--- src/rtl/eq_pkg.sv ---
`default_nettype none
// ============================================================================
// Module      : eq_pkg
// Description : Shared constants and types for the 8-band equalizer datapath
//               and its serial output stage.
// Revision    : 1.0 - initial release
// ============================================================================
package eq_pkg;

    localparam int SAMPLE_W  = 16;
    localparam int NUM_BANDS = 8;
    localparam int GAIN_W    = 5;

    // Serializer FSM encoding
    typedef enum logic [0:0] {
        IDLE  = 1'b0,
        SHIFT = 1'b1
    } ser_state_t;

endpackage
`default_nettype wire

--- src/rtl/eq_sample_fifo.sv ---
`default_nettype none
// ============================================================================
// Module      : eq_sample_fifo
// Description : Small synchronous sample FIFO with occupancy count. Pushes
//               while full and pops while empty are ignored. Read data is the
//               head entry, presented combinationally.
// Revision    : 1.0 - initial release
// ============================================================================
module eq_sample_fifo
    import eq_pkg::*;
#(
    parameter int DATA_W = SAMPLE_W,
    parameter int DEPTH  = 4
) (
    input  logic                       clk,
    input  logic                       rst_n,
    input  logic                       i_push,
    input  logic [DATA_W-1:0]          i_wdata,
    input  logic                       i_pop,
    output logic [DATA_W-1:0]          o_rdata,
    output logic [$clog2(DEPTH):0]     o_count,
    output logic                       o_empty
);

    localparam int PTR_W = $clog2(DEPTH);
    localparam int CNT_W = PTR_W + 1;

    logic [DATA_W-1:0] r_mem [DEPTH];
    logic [PTR_W-1:0]  r_wr_ptr;
    logic [PTR_W-1:0]  r_rd_ptr;
    logic [CNT_W-1:0]  r_count;
    logic              w_full;
    logic              w_push;
    logic              w_pop;

    assign w_full  = (r_count == CNT_W'(DEPTH));
    assign o_empty = (r_count == '0);
    assign w_push  = i_push && !w_full;
    assign w_pop   = i_pop && !o_empty;
    assign o_rdata = r_mem[r_rd_ptr];
    assign o_count = r_count;

    // Storage array; contents need no reset since count gates visibility
    always_ff @(posedge clk) begin
        if (w_push) begin
            r_mem[r_wr_ptr] <= i_wdata;
        end
    end

    // Pointers wrap naturally because DEPTH is a power of two
    always_ff @(posedge clk or negedge rst_n) begin
        if (!rst_n) begin
            r_wr_ptr <= '0;
            r_rd_ptr <= '0;
            r_count  <= '0;
        end else begin
            if (w_push) begin
                r_wr_ptr <= r_wr_ptr + 1'b1;
            end
            if (w_pop) begin
                r_rd_ptr <= r_rd_ptr + 1'b1;
            end
            case ({w_push, w_pop})
                2'b10:   r_count <= r_count + 1'b1;
                2'b01:   r_count <= r_count - 1'b1;
                default: r_count <= r_count;
            endcase
        end
    end

endmodule
`default_nettype wire

--- src/rtl/eq_sample_serializer.sv ---
`default_nettype none
// ============================================================================
// Module      : eq_sample_serializer
// Description : Buffers equalized samples and shifts them MSB-first to a DAC
//               with a generated bit clock (sclk) and a per-frame sync (fs).
//               Frames run back-to-back while samples are available; an empty
//               FIFO at a frame boundary produces a one-cycle underrun pulse.
// Revision    : 1.0 - initial release
// ============================================================================
module eq_sample_serializer
    import eq_pkg::*;
#(
    parameter int DATA_W     = SAMPLE_W,
    parameter int FIFO_DEPTH = 4,
    parameter int CLK_DIV    = 4
) (
    input  logic              clk,
    input  logic              rst_n,
    input  logic              s_valid,
    input  logic [DATA_W-1:0] s_data,
    output logic              s_ready,
    output logic              sclk,
    output logic              sdata,
    output logic              fs,
    output logic              busy,
    output logic              underrun
);

    localparam int DIV_W = $clog2(CLK_DIV);
    localparam int CNT_W = $clog2(FIFO_DEPTH) + 1;
    localparam int BIT_W = $clog2(DATA_W);

    logic [DIV_W-1:0]  r_div_cnt;
    logic [DIV_W-1:0]  w_div_next;
    logic              w_tick;
    logic              r_sclk;

    ser_state_t        r_state;
    logic [DATA_W-1:0] r_shreg;
    logic [BIT_W-1:0]  r_bit_cnt;
    logic              r_sdata;
    logic              r_fs;
    logic              r_busy;
    logic              r_underrun;

    logic [DATA_W-1:0] w_fifo_rdata;
    logic [CNT_W-1:0]  w_fifo_count;
    logic              w_fifo_empty;
    logic              w_push;
    logic              w_pop;

    assign w_tick     = (r_div_cnt == DIV_W'(CLK_DIV - 1));
    assign w_div_next = w_tick ? '0 : r_div_cnt + 1'b1;

    assign s_ready = (w_fifo_count < CNT_W'(FIFO_DEPTH));
    assign w_push  = s_valid && s_ready;
    // A sample leaves the FIFO only at a frame boundary: from IDLE, or on the
    // tick that ends the last bit of the current frame.
    assign w_pop   = w_tick && !w_fifo_empty &&
                     ((r_state == IDLE) || (r_bit_cnt == '0));

    eq_sample_fifo #(
        .DATA_W (DATA_W),
        .DEPTH  (FIFO_DEPTH)
    ) u_fifo (
        .clk     (clk),
        .rst_n   (rst_n),
        .i_push  (w_push),
        .i_wdata (s_data),
        .i_pop   (w_pop),
        .o_rdata (w_fifo_rdata),
        .o_count (w_fifo_count),
        .o_empty (w_fifo_empty)
    );

    // Free-running bit timer; sclk is registered from the next count so it
    // falls on the same edge that updates sdata/fs
    always_ff @(posedge clk or negedge rst_n) begin
        if (!rst_n) begin
            r_div_cnt <= '0;
            r_sclk    <= 1'b0;
        end else begin
            r_div_cnt <= w_div_next;
            r_sclk    <= (w_div_next >= DIV_W'(CLK_DIV / 2));
        end
    end

    // Frame FSM: load, shift and underrun handling, all advancing on tick
    always_ff @(posedge clk or negedge rst_n) begin
        if (!rst_n) begin
            r_state    <= IDLE;
            r_shreg    <= '0;
            r_bit_cnt  <= '0;
            r_sdata    <= 1'b0;
            r_fs       <= 1'b0;
            r_busy     <= 1'b0;
            r_underrun <= 1'b0;
        end else begin
            r_underrun <= 1'b0;
            if (w_pop) begin
                r_shreg   <= w_fifo_rdata;
                r_sdata   <= w_fifo_rdata[DATA_W-1];
                r_fs      <= 1'b1;
                r_bit_cnt <= BIT_W'(DATA_W - 1);
                r_state   <= SHIFT;
                r_busy    <= 1'b1;
            end else if (w_tick) begin
                case (r_state)
                    SHIFT: begin
                        r_fs <= 1'b0;
                        if (r_bit_cnt != '0) begin
                            r_shreg   <= {r_shreg[DATA_W-2:0], 1'b0};
                            r_sdata   <= r_shreg[DATA_W-2];
                            r_bit_cnt <= r_bit_cnt - 1'b1;
                        end else begin
                            r_underrun <= 1'b1;
                            r_sdata    <= 1'b0;
                            r_state    <= IDLE;
                            r_busy     <= 1'b0;
                        end
                    end
                    default: begin
                        r_sdata <= 1'b0;
                        r_fs    <= 1'b0;
                        r_state <= IDLE;
                    end
                endcase
            end
        end
    end

    assign sclk     = r_sclk;
    assign sdata    = r_sdata;
    assign fs       = r_fs;
    assign busy     = r_busy;
    assign underrun = r_underrun;

endmodule
`default_nettype wire
--- config.mk ---
export PLATFORM = sky130hd
export DESIGN_NAME = eq_sample_serializer
export DESIGN_NICKNAME = d
export VERILOG_FILES = /design/src/rtl/eq_pkg.sv /design/src/rtl/eq_sample_fifo.sv /design/src/rtl/eq_sample_serializer.sv
export SDC_FILE = /design/constraint.sdc
export NUM_CORES = 1
export LEC_CHECK = 0
export ABC_AREA = 1
export BUFFER_PORTS_ARGS = -buffer_cell sky130_fd_sc_hd__buf_2
export CAP_MARGIN = 5
export CORE_MARGIN = 5
export CORE_UTILIZATION = 50
export CTS_BUF_LIST = sky130_fd_sc_hd__clkbuf_4
export DETAILED_ROUTE_END_ITERATION = 10
export HOLD_SLACK_MARGIN = 0.08
export PLACE_DENSITY_LB_ADDON = 0.2
export RECOVER_POWER = 25
export SYNTH_ARGS = -nofsm -noshare
export SYNTH_HDL_FRONTEND = slang
export SYNTH_SLANG_ARGS = --single-unit
--- constraint.sdc ---
create_clock -name clk -period 2.3 [get_ports clk]
set_input_delay 0 -clock clk [delete_from_list [all_inputs] [get_ports clk]]
set_output_delay 0 -clock clk [all_outputs]
set_load 0.02 [all_outputs]
==> results_dict.tcl <==
set metrics [dict create \
    status "complete, no violations" \
    p_per_area_nw_per_um2 726.8 \
    cts_made_buffers 9 \
    place_area_um2 4397 \
    nets 469 \
    seq_area_um2 2748 \
    synth_cells 395 \
    p_clk_frac 0.238 \
    synth_mux_area_frac 0 \
    diodes 0 \
    crit_chain "inv_1 -> ha_1 -> nand2_2 -> nand2_4 -> inv_2 -> nor2_4 -> ha_1 -> inv_1 -> fa_1 -> a21oi_1 -> o21ai_0 -> xor2_1" \
    cts_tree "yes" \
    synth_xor_xnor_area_share 0.01047 \
    maxSlewHeadroom 0.5110 \
    track_usage 0.1669 \
    cts_setup_buffers 0 \
    seqPwrFrac 0.629 \
    wl_per_cell_um 14.12 \
    ant_nets 0 \
    multi_input_area_um2 1195 \
    io_buffers 24 \
    cp.required_ns 2.64 \
    synth-seq-cells 97 \
    viasPerCell 4.895 \
    place_congestion 0.7182 \
    end_kind "register" \
    io_pins 25 \
    crit_fanout 4 \
    fin_tns_setup_ns 0 \
    use_met3 0.03926 \
    fin_cells 552 \
    syn-cell-area_um2 4182 \
    cts.sinks 97 \
    layout-drive-gt1-share 0.1230 \
    vias 2702 \
    rsz0062_at_grt "no" \
    peakVddDrop_uv 351.6 \
    synth_compound_area_frac 0.03172 \
    use_met2 0.2812 \
    ys_types 29 \
    hold_viol_final 0 \
    dieArea_um2 10290 \
    synth-seq-area-share 0.6571 \
    setup_viol 0 \
    max_freq_ghz 0.4804 \
    p_comb_frac 0.133 \
    setup.worst_path.start_class "register" \
    post-route-period-util 0.9050 \
    grt_pass1_wl_um 12870 \
    synth-simple-area-share 0.2178 \
    utilization 0.5733 \
    yosys.area_share.adder 0.02573 \
    core_um2 8175 \
    period_minus_slack_ns 2.081 \
    die_h_um 101.5 \
    layout_commonest_cell "nand2_1" \
    cp_slowest_cell "dfrtp_1" \
    row_count 33 \
    cp_top_family "adder cells" \
    worst_pin_slew_ns 0.7335 \
    cts_max_level 3 \
    intPower_uw 2477 \
    grt_max_degree 35 \
    drc 0 \
    path_class "reg2reg" \
    switchingPower_uw 929.3 \
    use_met1 0.2156 \
    design_area_um2 4687 \
    slew_viol_final 0 \
    grt_overflow 0 \
    dp.cells 518 \
    clkLatencyLatePin_ns 0.43 \
    fp.dieW_um 101.5 \
    yosys_warnings 0 \
    drv_cap 0 \
    final.setup_skew_ns 0.01435 \
    synth_top_family_by_area "simple AND/OR/NAND/NOR gates" \
    syn-num-nets 422 \
    wirelength_um 7796 \
    fillers 701 \
    initial_utilization 0.5115 \
    area_delta_synth_final_pct 12.09 \
    clkTransAtPathRegs_ns 0.15 \
    clockBufferDepth 2 \
    root_buffer "clkbuf_4" \
    avgSynthCellArea_um2 10.59 \
    swShare 0.2728 \
    power_leakage_uw 0.002030 \
    critPathArrivalTime_ns 2.42 \
    p_total_uw 3407 \
    antenna_found_initial 0 \
    place_hpwl_um 4721 \
    drtIter0Drc 116 \
    cpPeakStageDelay_ns 0.43 \
    path_buf_inv 3 \
    grt_pass1_vias 2614 \
    min_path_type "in2async" \
    drt_pass1_iterations 4 \
    layout_common_cells "142 x nand2_1, 64 x edfxtp_1, 47 x nand3_1" \
    grt_busiest_layer "met2" \
]
worst reg2reg max path, cell delays in order, from the launching register on:
cell and delay, ns:
dfrtp_1 0.43, inv_1 0.07, ha_1 0.21, nand2_2 0.11, nand2_4 0.07, inv_2 0.04, nor2_4 0.07, ha_1 0.14
inv_1 0.07, fa_1 0.39, a21oi_1 0.14, o21ai_0 0.11, xor2_1 0.15
power groups by stage:
stage	combinational, uW	clock (uW)	sequential, uW
6_report	453	810	2140
5_1_grt	525	932	2160
4_1_cts	470	848	2140
3_5_place_dp	448	0	2180
3_3_place_gp	426	0	2180
2_1_floorplan	282	0	2170
layout make-up:
class / count / share of cell area
Sequential cell: 97 / 0.5862
Multi-Input combinational cell: 248 / 0.2549
Timing Repair Buffer: 52 / 0.07661
Tap cell: 105 / 0.02803
Inverter: 34 / 0.02723
Clock buffer: 10 / 0.01602
Clock inverter: 6 / 0.01094
per-layer routing:
metal,vias to the layer above,wire length (um)
met2,40,3955
met5,-,0
met1,1267,3427
li1,1386,-
met4,0,131
met3,9,280
what timing repair did:
action                    in CTS  in global routing
resized for setup              0                  0
hold endpoints to repair      99                  0
hold buffers                  18                  0
synthesized netlist by cell type:
cell type,n,share of area
a21oi_1,3,0.0036
a21oi_4,1,0.0039
buf_2,8,0.0096
buf_4,2,0.0036
buf_6,3,0.0081
buf_8,1,0.0036
clkbuf_1,2,0.0018
clkinv_1,1,0.00090
dfrtp_1,33,0.20
edfxtp_1,64,0.46
fa_1,1,0.0048
ha_1,7,0.021
inv_1,29,0.026
inv_2,4,0.0036
nand2_1,142,0.13
nand2_2,3,0.0045
nand2_4,2,0.0054
nand3_1,47,0.056
nand3_2,2,0.0048
nand3b_1,1,0.0018
nor2_1,12,0.011
nor2_2,2,0.0030
nor2_4,1,0.0027
nor3_1,1,0.0012
o21ai_0,14,0.017
o21ai_1,1,0.0012
o21ai_2,3,0.0063
xnor2_1,1,0.0021
xor2_1,4,0.0084
through the flow:
step | hold WS (ns) | worst slack, ns
after floorplan | -0.2956 | 0.1653
after global placement | 0.1145 | 0.2668
after detailed placement | 0.1170 | 0.2239
after CTS | 0.1565 | 0.2137
after global routing | 0.1752 | 0.07063
final | 0.1391 | 0.2186
kinds of logic after synthesis:
group | after synthesis
buffers and inverters | 50
AOI/OAI and AO/OA | 22
adders and majority gates | 8
and+or+nand+nor | 213
DFF | 97
xor gates and xnor gates | 5
final timing paths:
path | startpoint | to | slack [ns] | cells after the start
min in group clk | s_data[8] | u_fifo.r_mem[3][8]$_DFFE_PP_ | 0.32 | 2
min | rst_n | underrun$_DFF_PN0_ | 0.14 | 2
max | r_bit_cnt[0]$_DFFE_PN0P_ | u_fifo.o_count[2]$_DFFE_PN0P_ | 0.22 | 12
min reg2reg | r_div_cnt[0]$_DFF_PN0_ | r_div_cnt[0]$_DFF_PN0_ | 0.44 | 1
max in group asynchronous | rst_n | r_shreg[6]$_DFFE_PN0P_ | 1.69 | 2
max reg2reg | r_bit_cnt[0]$_DFFE_PN0P_ | u_fifo.o_count[2]$_DFFE_PN0P_ | 0.22 | 12
flip-flops by register name, summed over array words and instances, names as in the netlist:
register	flops
fs	1
sdata	1
r_shreg	15
busy	1
r_div_cnt	2
u_fifo.r_rd_ptr	2
underrun	1
u_fifo.o_count	3
u_fifo.r_mem	64
u_fifo.r_wr_ptr	2
r_state	1
r_bit_cnt	4
No activity file was read; power rests on OpenSTA's default activity.
